$ cat src/rtl/alu_cmd_sequencer.sv
// Initiator for a combinational 32-bit ALU. Accepts one command at a time on a
// valid/ready channel, drives and holds the ALU inputs for SETTLE cycles,
// captures y/zero and returns a tagged response on a second valid/ready channel.
module alu_cmd_sequencer #(
    parameter int unsigned WIDTH  = 32,
    parameter int unsigned TAG_W  = 4,
    parameter int unsigned SETTLE = 1
) (
    input  logic             clk,
    input  logic             rst_n,

    // command channel
    input  logic             cmd_valid,
    output logic             cmd_ready,
    input  logic [2:0]       cmd_op,
    input  logic [WIDTH-1:0] cmd_a,
    input  logic [WIDTH-1:0] cmd_b,
    input  logic [TAG_W-1:0] cmd_tag,

    // ALU interface
    output logic [WIDTH-1:0] alu_a,
    output logic [WIDTH-1:0] alu_b,
    output logic [2:0]       alu_f,
    input  logic [WIDTH-1:0] alu_y,
    input  logic             alu_zero,

    // response channel
    output logic             rsp_valid,
    input  logic             rsp_ready,
    output logic [WIDTH-1:0] rsp_y,
    output logic             rsp_zero,
    output logic [TAG_W-1:0] rsp_tag,
    output logic             rsp_illegal,
    output logic [15:0]      op_count
);

    localparam int unsigned CntW = 4;

    // Settle counter is 4 bits wide, so only 1..15 can be represented.
    if (SETTLE < 1 || SETTLE > 15) begin : g_bad_settle
        $error("alu_cmd_sequencer: SETTLE must be in 1..15");
    end

    typedef enum logic [1:0] {
        StIdle  = 2'd0,
        StDrive = 2'd1,
        StResp  = 2'd2
    } state_e;

    state_e            state_q, state_d;
    logic [CntW-1:0]   cnt_q, cnt_d;
    logic [TAG_W-1:0]  tag_q, tag_d;
    logic [WIDTH-1:0]  alu_a_q, alu_a_d;
    logic [WIDTH-1:0]  alu_b_q, alu_b_d;
    logic [2:0]        alu_f_q, alu_f_d;
    logic              rsp_valid_q, rsp_valid_d;
    logic [WIDTH-1:0]  rsp_y_q, rsp_y_d;
    logic              rsp_zero_q, rsp_zero_d;
    logic [TAG_W-1:0]  rsp_tag_q, rsp_tag_d;
    logic              rsp_illegal_q, rsp_illegal_d;
    logic [15:0]       op_count_q, op_count_d;
    logic              op_is_illegal;

    // Opcodes 3..5 have no ALU function; they are sequenced but their result is masked.
    assign op_is_illegal = (alu_f_q == 3'd3) || (alu_f_q == 3'd4) || (alu_f_q == 3'd5);

    // Next-state and datapath updates for the IDLE -> DRIVE -> RESP cycle.
    always_comb begin
        state_d       = state_q;
        cnt_d         = cnt_q;
        tag_d         = tag_q;
        alu_a_d       = alu_a_q;
        alu_b_d       = alu_b_q;
        alu_f_d       = alu_f_q;
        rsp_valid_d   = rsp_valid_q;
        rsp_y_d       = rsp_y_q;
        rsp_zero_d    = rsp_zero_q;
        rsp_tag_d     = rsp_tag_q;
        rsp_illegal_d = rsp_illegal_q;
        op_count_d    = op_count_q;

        case (state_q)
            StIdle: begin
                if (cmd_valid) begin
                    alu_a_d = cmd_a;
                    alu_b_d = cmd_b;
                    alu_f_d = cmd_op;
                    tag_d   = cmd_tag;
                    cnt_d   = CntW'(SETTLE);
                    state_d = StDrive;
                end
            end
            StDrive: begin
                cnt_d = cnt_q - 1'b1;
                // Last settle cycle: ALU inputs have been stable long enough.
                if (cnt_q == CntW'(1)) begin
                    rsp_y_d       = op_is_illegal ? '0 : alu_y;
                    rsp_zero_d    = op_is_illegal ? 1'b1 : alu_zero;
                    rsp_illegal_d = op_is_illegal;
                    rsp_tag_d     = tag_q;
                    rsp_valid_d   = 1'b1;
                    state_d       = StResp;
                end
            end
            StResp: begin
                if (rsp_ready) begin
                    rsp_valid_d = 1'b0;
                    op_count_d  = op_count_q + 16'd1;
                    state_d     = StIdle;
                end
            end
            default: begin
                state_d     = StIdle;
                rsp_valid_d = 1'b0;
            end
        endcase
    end

    // State and output registers with synchronous active-low reset.
    always_ff @(posedge clk) begin
        if (!rst_n) begin
            state_q       <= StIdle;
            cnt_q         <= '0;
            tag_q         <= '0;
            alu_a_q       <= '0;
            alu_b_q       <= '0;
            alu_f_q       <= '0;
            rsp_valid_q   <= 1'b0;
            rsp_y_q       <= '0;
            rsp_zero_q    <= 1'b0;
            rsp_tag_q     <= '0;
            rsp_illegal_q <= 1'b0;
            op_count_q    <= '0;
        end else begin
            state_q       <= state_d;
            cnt_q         <= cnt_d;
            tag_q         <= tag_d;
            alu_a_q       <= alu_a_d;
            alu_b_q       <= alu_b_d;
            alu_f_q       <= alu_f_d;
            rsp_valid_q   <= rsp_valid_d;
            rsp_y_q       <= rsp_y_d;
            rsp_zero_q    <= rsp_zero_d;
            rsp_tag_q     <= rsp_tag_d;
            rsp_illegal_q <= rsp_illegal_d;
            op_count_q    <= op_count_d;
        end
    end

    assign cmd_ready   = (state_q == StIdle);
    assign alu_a       = alu_a_q;
    assign alu_b       = alu_b_q;
    assign alu_f       = alu_f_q;
    assign rsp_valid   = rsp_valid_q;
    assign rsp_y       = rsp_y_q;
    assign rsp_zero    = rsp_zero_q;
    assign rsp_tag     = rsp_tag_q;
    assign rsp_illegal = rsp_illegal_q;
    assign op_count    = op_count_q;

endmodule
$ cat config.mk
export PLATFORM = sky130hd
export DESIGN_NAME = alu_cmd_sequencer
export DESIGN_NICKNAME = d
export VERILOG_FILES = /design/src/rtl/alu_cmd_sequencer.sv
export SDC_FILE = /design/constraint.sdc
export NUM_CORES = 1
export LEC_CHECK = 0
export BUFFER_PORTS_ARGS = -buffer_cell sky130_fd_sc_hd__buf_2
export CORE_MARGIN = 1.5
export CORE_UTILIZATION = 30
export CTS_CLUSTER_SIZE = 40
export DETAILED_ROUTE_END_ITERATION = 6
export GPL_TIMING_DRIVEN = 0
export SYNTH_ARGS = -nofsm -noshare
export SYNTH_HDL_FRONTEND = slang
export SYNTH_SLANG_ARGS = --single-unit
$ cat constraint.sdc
create_clock -name clk -period 4.5 [get_ports clk]
set_clock_uncertainty 0.15 [all_clocks]
set_input_delay 0.225 -clock clk [delete_from_list [all_inputs] [get_ports clk]]
set_output_delay 0.225 -clock clk [all_outputs]
set_load 0.03 [all_outputs]
Yosys cells after proc, flatten, opt, wreduce, memory -nomap -nowiden
Cells that the tools add are included.
{"block": "totals", "ramBits": 0, "latch_bits": 0, "n_memories": 0, "out_inout_bits": 123, "rom_bits": 0, "in_bits": 108, "elab_cells": 45, "regBits": 132}
{"block": "op_classes", "n_addsub": 2, "n_lt_le_gt_ge": 0, "bitwise": 1, "shift": 0, "n_mux": 11, "reduce_logical": 10, "eq_ne": 9, "multipliers": 0, "div": 0}
{"operator": "$mux 32", "count": 1}
{"operator": "$add 16x1->16 const B", "count": 1}
{"operator": "$pmux 4 s2", "count": 1}
{"operator": "$reduce_and 2->1", "count": 4}
{"operator": "$eq 3x3->1 const B", "count": 2}
{"operator": "$mux 2", "count": 3}
{"operator": "$ne 2x2->1 const B", "count": 3}
{"operator": "$pmux 2 s3", "count": 1}
{"operator": "$reduce_and 3->1", "count": 2}
{"operator": "$eq 4x1->1 const B", "count": 1}
{"operator": "$mux 4", "count": 1}
{"operator": "$sub 4x1->4 const B", "count": 1}
{"operator": "$eq 3x2->1 const B", "count": 1}
{"operator": "$mux 1", "count": 3}
{"operator": "$pmux 1 s3", "count": 1}
{"operator": "$eq 2x1->1 const B", "count": 1}
{"operator": "$eq 2x2->1 const B", "count": 1}
{"operator": "$logic_not 2->1", "count": 1}
{"operator": "$logic_or 1x1->1", "count": 2}
{"operator": "$reduce_bool 2->1", "count": 1}
{"operator": "$not 1->1", "count": 1}

Logic depth before layout (Yosys ltp)
Gate-level depths: netlist of run 1.
{"block": "depth", "ltp_word": 4, "mapped_depth": 8, "ltp_nobuf": 6}

Worst setup path after synthesis of run 1
OpenSTA, ideal clock, no wires.
{"block": "synth_path", "path_kind": "reg2reg", "startpoint": "reg op_count_q[5] (netlist: op_count[5])", "endpoint": "reg op_count_q[15] (netlist: op_count[15])", "path_stages_with_launch": 5, "setup_ns": 0.070, "arrival_time_ns": 1.922, "synth_period_minus_slack_ns": 2.143, "required_ns": 4.280, "path_slack_ns": 2.357, "path_cell_list": "dfxtp_1 nand4_2 or4_4 or4_1 a21oi_1"}
{"block": "synth_via", "elab_chain_len": 1}
{"element": "start: declaration", "line_no": "61", "source": "logic [15:0] op_count_q, op_count_d;"}
{"element": "start signal: assignment", "line_no": "146", "source": "op_count_q <= op_count_d;"}
{"element": "$add 16x1->16", "line_no": "108", "source": "op_count_d = op_count_q + 16'd1;"}
No other way between the ends.
A chain may end at the register's enable or synchronous reset.

Worst setup path after layout of run 1
{"block": "layout_path", "startpoint": "reg cnt_q[1]", "endpoint": "reg rsp_zero_q (netlist: rsp_zero)"}
{"block": "layout_via", "elab_chain_len": 2}
{"element": "start: declaration", "line_no": "51", "source": "logic [CntW-1:0] cnt_q, cnt_d;"}
{"element": "start signal: assignment", "line_no": "136", "source": "cnt_q <= cnt_d;"}
{"element": "$eq 4x1->1", "line_no": "96", "source": "if (cnt_q == CntW'(1)) begin"}
{"element": "$reduce_and 2->1 (no source line)"}
{"element": "end signal: assignment", "line_no": "143", "source": "rsp_zero_q <= rsp_zero_d;"}
{"element": "end: declaration", "line_no": "58", "source": "logic rsp_zero_q, rsp_zero_d;"}
No other way between the ends.

==> results of run 1 <==
-- cells in the final DEF, fill, tap and decap left out, types with 5 or more instances in the layout --
cell           synthesis  layout
nand2_1              160     160
dlygate4sd3_1          0     107
xor2_1                 8       8
a21oi_1               84      84
nand3_1                5       5
clkbuf_8               0       6
buf_2                  3     233
nor2_1                53      53
inv_1                  7       7
clkbuf_1              34      35
a22oi_1               34      34
dfxtp_1              132     132
clkbuf_16              0      17
-- final cells by class --
class,instances,share of cell area [%]
sequential,132,33.7
timing repair buffer,337,28.3
multi-input combinational,388,24.6
clock buffer,24,6.52
tap,211,3.37
buffer,39,1.91
clock inverter,8,1.23
inverter,7,0.335
-- layer usage --
| layer | global-route usage, % | wire, µm | vias up |
|---|---|---|---|
| met1 | 22.6 | 7000 | 2311 |
| li1 | - | - | 2605 |
| met5 | 0 | 0 | - |
| met2 | 31.3 | 7510 | 169 |
| met3 | 6.15 | 832 | 34 |
| met4 | 8.86 | 394 | 0 |
-- worst max-delay path: stages (launching register included) --
cell           delay [ns]
dfxtp_1              0.32
inv_1                0.08
ha_1                 0.14
nand4bb_1            0.20
a2111oi_2            0.95
buf_2                0.38
a21oi_1              0.10
dlygate4sd3_1        0.56
-- cells by family (layout without fill, tap and decap cells) --
| group | after synthesis | in the layout |
|---|---|---|
| simple gates | 244 | 244 |
| flops | 132 | 132 |
| compound gates | 127 | 127 |
| buf+inv | 46 | 415 |
| xor+xnor | 11 | 11 |
| fa+ha+maj | 3 | 3 |
| mux | 3 | 3 |
-- what timing repair did --
action	4_1_cts	5_1_grt
hold buffers	107	0
hold endpoints to repair	107	0
buffers inserted	0	0
-- metrics by stage --
step	instances	instance area [µm²]
2_1_floorplan	566	4750
5_1_grt	1146	7840
3_5_place_dp	1007	6160
3_3_place_gp	1007	6160
4_1_cts	1146	7840
6_report	1146	7840
-- state kept, by name, indices dropped and copies added, names as in the netlist --
register	count
cnt_q	4
rsp_y	32
state_q	2
alu_a	32
alu_b	32
rsp_valid	1
rsp_zero	1
tag_q	4
rsp_illegal	1
alu_f	3
op_count	16
rsp_tag	4
-- cell usage after synthesis, drive strengths merged --
cell type / instances / area share [%]
nor2: 53 / 4.2
a2111oi: 1 / 0.32
mux2: 2 / 0.47
nand4b: 1 / 0.18
and4b: 1 / 0.21
buf: 5 / 0.47
inv: 7 / 0.55
nand4: 3 / 0.53
and4: 1 / 0.21
nor3: 3 / 0.32
ha: 3 / 0.79
nor3b: 2 / 0.32
o21bai: 1 / 0.16
o21ai: 4 / 0.42
o31ai: 3 / 0.47
and3b: 1 / 0.18
a21oi: 84 / 8.9
nand3: 5 / 0.53
xor2: 8 / 1.5
nand3b: 2 / 0.32
a22oi: 34 / 5.4
or4: 4 / 0.71
or2: 1 / 0.13
xnor2: 3 / 0.55
nor4: 1 / 0.13
clkbuf: 34 / 2.7
mux2i: 1 / 0.21
nand4bb: 1 / 0.24
dfxtp: 132 / 56
and3: 3 / 0.42
and2: 1 / 0.13
or3: 1 / 0.16
nand2: 160 / 13
-- worst min-delay path by stage --
stage | from | to | depth (start not counted)
after global routing | cmd_valid | cnt_q[0] | 3
final | cmd_valid | cnt_q[0] | 3
after CTS | cmd_valid | cnt_q[0] | 3
after global placement | alu_b[25] | alu_b[25] | 2
after detailed placement | alu_a[25] | alu_a[25] | 2
after floorplan | rst_n | cnt_q[0] | 2
-- power by group --
| group | switching (mW) | internal (mW) | total, mW |
|---|---|---|---|
| logic | 0.305 | 0.198 | 0.503 |
| clock network | 0.498 | 0.901 | 1.40 |
| registers | 0.0337 | 1.23 | 1.27 |
| total | 0.837 | 2.33 | 3.17 |
==> metrics.md, run 1 <==
| Metric | Value |
|---|---|
| Outcome | `completed` |
| Required time of the worst setup path | `4.65 ns` |
| Unique cell type count in the Yosys netlist | `37` |
| Cell area after synthesis | `4750 µm²` |
| Clock period minus worst slack | `3.00 ns` |
| Count of fill cells added during filler insertion | `1479` |
| Total of cells resized after clock tree synthesis | `0` |
| Overall die width | `129 µm` |
| Die H | `129 µm` |
| Pins over their slew limit | `0` |
| Share of post-route cells with drive strength above 1 | `29.2%` |
| Critical Path Start | `cnt_q[1]` |
| Number of remaining DRC errors | `0` |
| Area of the multi-input gates | `1930 µm²` |
| Avg WL per Cell | `13.7 µm` |
| Count of antenna diodes in the layout | `0` |
| Min-delay worst type | `in -> reg` |
| Inserted Clock Buffers | `17` |
| Post-DR vias/cell | `4.47` |
| Compound-gate portion of the synthesized area | `15.6%` |
| Routability-driven placement congestion ratio | `0.745` |
| Fmax achieved | `333 MHz` |
| DP Worst Slack | `2.01 ns` |
| Main combinational cell family by area after synthesis | `simple AND/OR/NAND/NOR gates` |
| Antenna violations before repair | `0` |
| Number of global-route vias before repair | `5116` |
| Placement Rows | `45` |
| Crit path setup slack, layout | `1.50 ns` |
| Number of maximum-capacitance violations | `0` |
| Final routed wirelength across all metal layers | `15700 µm` |
| Max H-tree Level | `4` |
| Final core occ | `51.2%` |
| Number of flip-flops and latches in the synthesized netlist | `132` |
| RSZ-0062 raised after global routing | `false` |
| FF-to-FF setup slack | `1.50 ns` |
| Aggregate global routing overflow | `0` |
| Total routing resource utilization after global routing | `19.1%` |
| Wire length of the first global-routing pass | `24600 µm` |
| Fin Setup TNS | `0 ns` |
| Worst hold-check slack | `0.116 ns` |
| Total number of yosys warnings | `0` |
| Clock root buffer | `clkbuf_16` |
| Area used by sequential logic in the layout | `2640 µm²` |
| Core ar. | `15300 µm²` |
| Maximum ir drop on the vdd rail | `0.000229 V` |
| Total power consumption of the routed design | `3.17 mW` |
| Endpoints failing hold | `0` |
| Nature of the critical path endpoint | `flip-flop` |
| Final HPWL from detailed placement | `10300 µm` |
| Leakage power | `3.57 nW` |
| Mux cell area share after synthesis | `0.685%` |
| Port buffer count | `230` |
| Clock tree from TritonCTS | `yes` |
| Max-slew headroom | `32.7%` |
| Boundary pin count | `231` |
| Starting density of the core | `31.0%` |
| Worst reg-to-reg path cell count | `7` |
| Worst reg2reg path startpoint | `cnt_q[1]` |
| Sinks on the clock net | `132` |
| Synthesized-area fraction occupied by xor and xnor cells | `2.03%` |
| Maximum fanout along the worst path | `10` |
| Initial drt markers | `157` |
| Relative area change from synthesis to final layout | `65.1%` |
| Syn nets | `677` |
| Adder-cell area share of the yosys netlist | `0.790%` |
| Launching element type of the critical path | `flip-flop` |
| Maximum number of pins on one net before global-route repair | `17` |
| Vias post-DR | `5119` |
| Crit share post-route | `66.7%` |
| Category of the most critical setup path | `reg -> reg` |
| Actual transition at the worst max-transition pin | `1.01 ns` |
| Final Net Count | `1033` |
| Synthesized area divided by synthesized cell count | `8.39 µm²` |
| End of the worst register-to-register path | `rsp_zero` |
| Area of the die | `16600 µm²` |
| Clock-pin slew on the worst setup and hold paths | `0.06 ns` |
| Gate count of the mapped netlist | `566` |
| Later-pin clock latency in the skew report | `0.41 ns` |
| Sequential element share of the synthesized area | `55.6%` |
| Critical path arrival | `3.15 ns` |
| Power density cells | `404 nW/µm²` |
| Maximum number of buffers from clock root to sink | `2` |
| Crit path capture | `rsp_zero` |
| Final count of negative-setup-slack endpoints | `0` |
| Simple-gate area share of the yosys netlist | `21.5%` |
| Residual antenna-violating net count after detailed routing | `0` |
| Number of iterations in the first detailed-routing pass | `4` |
Power figures use the tool's default switching activity.
==> run 2: changes to the inputs <==
--- a/config.mk
+++ b/config.mk
@@ -5,6 +5,7 @@
 export SDC_FILE = /design/constraint.sdc
 export NUM_CORES = 1
 export LEC_CHECK = 0
+export ABC_AREA = 1
 export BUFFER_PORTS_ARGS = -buffer_cell sky130_fd_sc_hd__buf_2
 export CORE_MARGIN = 1.5
 export CORE_UTILIZATION = 30
==> constraint.sdc (replaced) <==
create_clock -name clk -period 3.1 [get_ports clk]
set_clock_uncertainty 0.15 [all_clocks]
set_input_delay 0.155 -clock clk [delete_from_list [all_inputs] [get_ports clk]]
set_output_delay 0.155 -clock clk [all_outputs]
set_load 0.03 [all_outputs]
==> metrics.md, run 2 <==
| Metric | Value |
|---|---|
| Core ar. | `16000 µm²` |
| Total of cells resized after clock tree synthesis | `0` |
| Most frequent cells after synthesis | `174 x nor2_1, 132 x dfxtp_1, 80 x o21ai_0, 65 x nand2_1, 45 x a21oi_1` |
| Area of the die | `17300 µm²` |
| Placement Rows | `46` |
| Total number of yosys warnings | `0` |
| Avg WL per Cell | `13.3 µm` |
| Aggregate global routing overflow | `0` |
| Biggest cell delay along the critical path | `0.39 ns` |
| Boundary pin count | `231` |
| Final routed wirelength across all metal layers | `16200 µm` |
| Later-pin clock latency in the skew report | `0.41 ns` |
| Residual antenna-violating net count after detailed routing | `0` |
| Async set-reset flop share out of synthesis | `0%` |
| Inserted Clock Buffers | `17` |
| Commonest non-fill, non-tap cell in the layout | `buf_2` |
| Endpoints failing hold | `0` |
| Unique cell type count in the Yosys netlist | `27` |
| Hold Path Cell Cnt | `5` |
| Biggest area contributors in the synthesized netlist | `dfxtp_1 53%, nor2_1 13%, o21ai_0 8.1%, nand2_1 4.9%, a21oi_1 4.5%` |
| Power density cells | `626 nW/µm²` |
| Crit share post-route | `51.7%` |
| Fmax achieved | `624 MHz` |
| Post-DR vias/cell | `4.46` |
| Nature of the critical path endpoint | `flip-flop` |
| Wire length of the first global-routing pass | `26100 µm` |
| Cell family with the largest share of critical-path delay | `buffers and inverters` |
| Launching element type of the critical path | `flip-flop` |
| Number of iterations in the first detailed-routing pass | `6` |
| Vias post-DR | `5429` |
| Overall die width | `132 µm` |
| Number of flip-flops and latches in the synthesized netlist | `132` |
| Number of remaining DRC errors | `0` |
| Top-area cell type share of the netlist area | `53.2%` |
| Initial drt markers | `237` |
| Final Net Count | `1101` |
| Critical path arrival | `1.80 ns` |
| Maximum ir drop on the vdd rail | `0.000356 V` |
| Most used standard cell by instance count after synthesis | `nor2_1` |
| Max H-tree Level | `4` |
| Number of buffers and inverters on the critical path | `2` |
| Number of global-route vias before repair | `5249` |
| Final core occ | `50.5%` |
| Total routing resource utilization after global routing | `18.7%` |
| Count of antenna diodes in the layout | `0` |
| Outcome | `completed` |
| Actual transition at the worst max-transition pin | `0.492 ns` |
| Gate count of the mapped netlist | `637` |
| Die H | `132 µm` |
| Max-slew headroom | `67.2%` |
| Clock-pin slew on the worst setup and hold paths | `0.06 ns` |
| Relative area change from synthesis to final layout | `62.7%` |
| Port buffer count | `229` |
| Cell with the biggest individual delay on the critical path | `clkbuf_1` |
| Clock period minus worst slack | `1.60 ns` |
| Fin Setup TNS | `0 ns` |
| Main flop type after synthesis | `dfxtp_1` |
| Final count of negative-setup-slack endpoints | `0` |
| Maximum fanout along the worst path | `10` |
| Routability-driven placement congestion ratio | `0.795` |
| Required time of the worst setup path | `3.29 ns` |
| Pins over their slew limit | `0` |
| Final HPWL from detailed placement | `10800 µm` |
| Post-synth EDFFs | `0` |
| Maximum number of buffers from clock root to sink | `2` |
| RSZ-0062 raised after global routing | `false` |
| Number of cells on the critical path | `6` |
| Starting density of the core | `31.0%` |
| Leakage power | `3.88 nW` |
| Cell area after synthesis | `4960 µm²` |
| Hold buffer count at CTS | `105` |
| Sinks on the clock net | `132` |
| Min-delay worst type | `in -> reg` |
| Share of post-route cells with drive strength above 1 | `29.4%` |
| Synthesized area divided by synthesized cell count | `7.79 µm²` |
| Buffer count from post-CTS setup fixing | `0` |
| Number of maximum-capacitance violations | `0` |
| Count of fill cells added during filler insertion | `1585` |
| Maximum number of pins on one net before global-route repair | `17` |
| Total power consumption of the routed design | `5.06 mW` |
| Category of the most critical setup path | `reg -> reg` |
| Syn nets | `748` |
| Clock root buffer | `clkbuf_16` |
| Clock tree from TritonCTS | `yes` |
| Antenna violations before repair | `0` |
| Cell type with the largest total area after synthesis | `dfxtp_1` |
| Worst reg-to-reg path cell count | `6` |
| Highest-count cells in the layout ignoring fill and taps | `241 x buf_2, 174 x nor2_1, 132 x dfxtp_1` |
| Sequential element share of the synthesized area | `53.2%` |
| Critical Path, Cell by Cell | `inv_1 > nand3_1 > o21a_1 > clkbuf_1 > nand2_1 > a21oi_1` |
## run 2: area by class of cell
class	count	area (µm²)	share of cell area, %
plain buffers	39	218	2.69
well taps	216	270	3.35
repair buffers	334	2200	27.2
multi-input cells	438	2000	24.7
clock inverters	13	208	2.57
inverters	28	105	1.30
clock buffers	18	439	5.44
flip-flops and latches	132	2640	32.7
## run 2: through the flow
step	std cells	setup slack, ns	instance area [µm²]	hold slack, ns
global placement	1082	1.50	6380	0.242
detailed placement	1082	1.48	6380	0.245
CTS	1218	1.49	8080	0.136
finish	1218	1.50	8080	0.147
global route	1218	1.27	8080	0.198
floorplan	637	1.49	4960	0.137
## run 2: final timing paths
check                  from       end  slack [ns]
hold / removal    cmd_valid  cnt_q[0]        0.15
hold reg to reg    cnt_q[3]  cnt_q[3]        0.31
setup reg to reg   alu_f[2]  rsp_y[6]        1.50
setup / recovery   alu_f[2]  rsp_y[6]        1.50
## run 2: worst min-delay path, delay by kind of cell
kind,cells,cell delay (ns)
simple gates,2,0.16
compound gates,1,0.11
buf+inv,2,0.24
## run 2: report_power, final
group,total (mW),internal (mW),switching [mW],leakage [nW]
Clock,2.20,1.44,0.753,0.304
Sequential,1.91,1.84,0.0694,1.08
Combinational,0.960,0.355,0.605,2.49
Total,5.06,3.63,1.43,3.88
## run 2: layer usage
metal  GRT usage, %  wire length, µm
met1           22.6             7040
met2           31.9             7900
met3           5.29             1030
met4           6.36              251
met5              0                0
## run 2: cell families after synthesis
group	synth area share [%]
xor+xnor	0.353
compound gates	17.2
flops	53.2
buf+inv	6.50
fa+ha+maj	0.756
simple gates	21.9
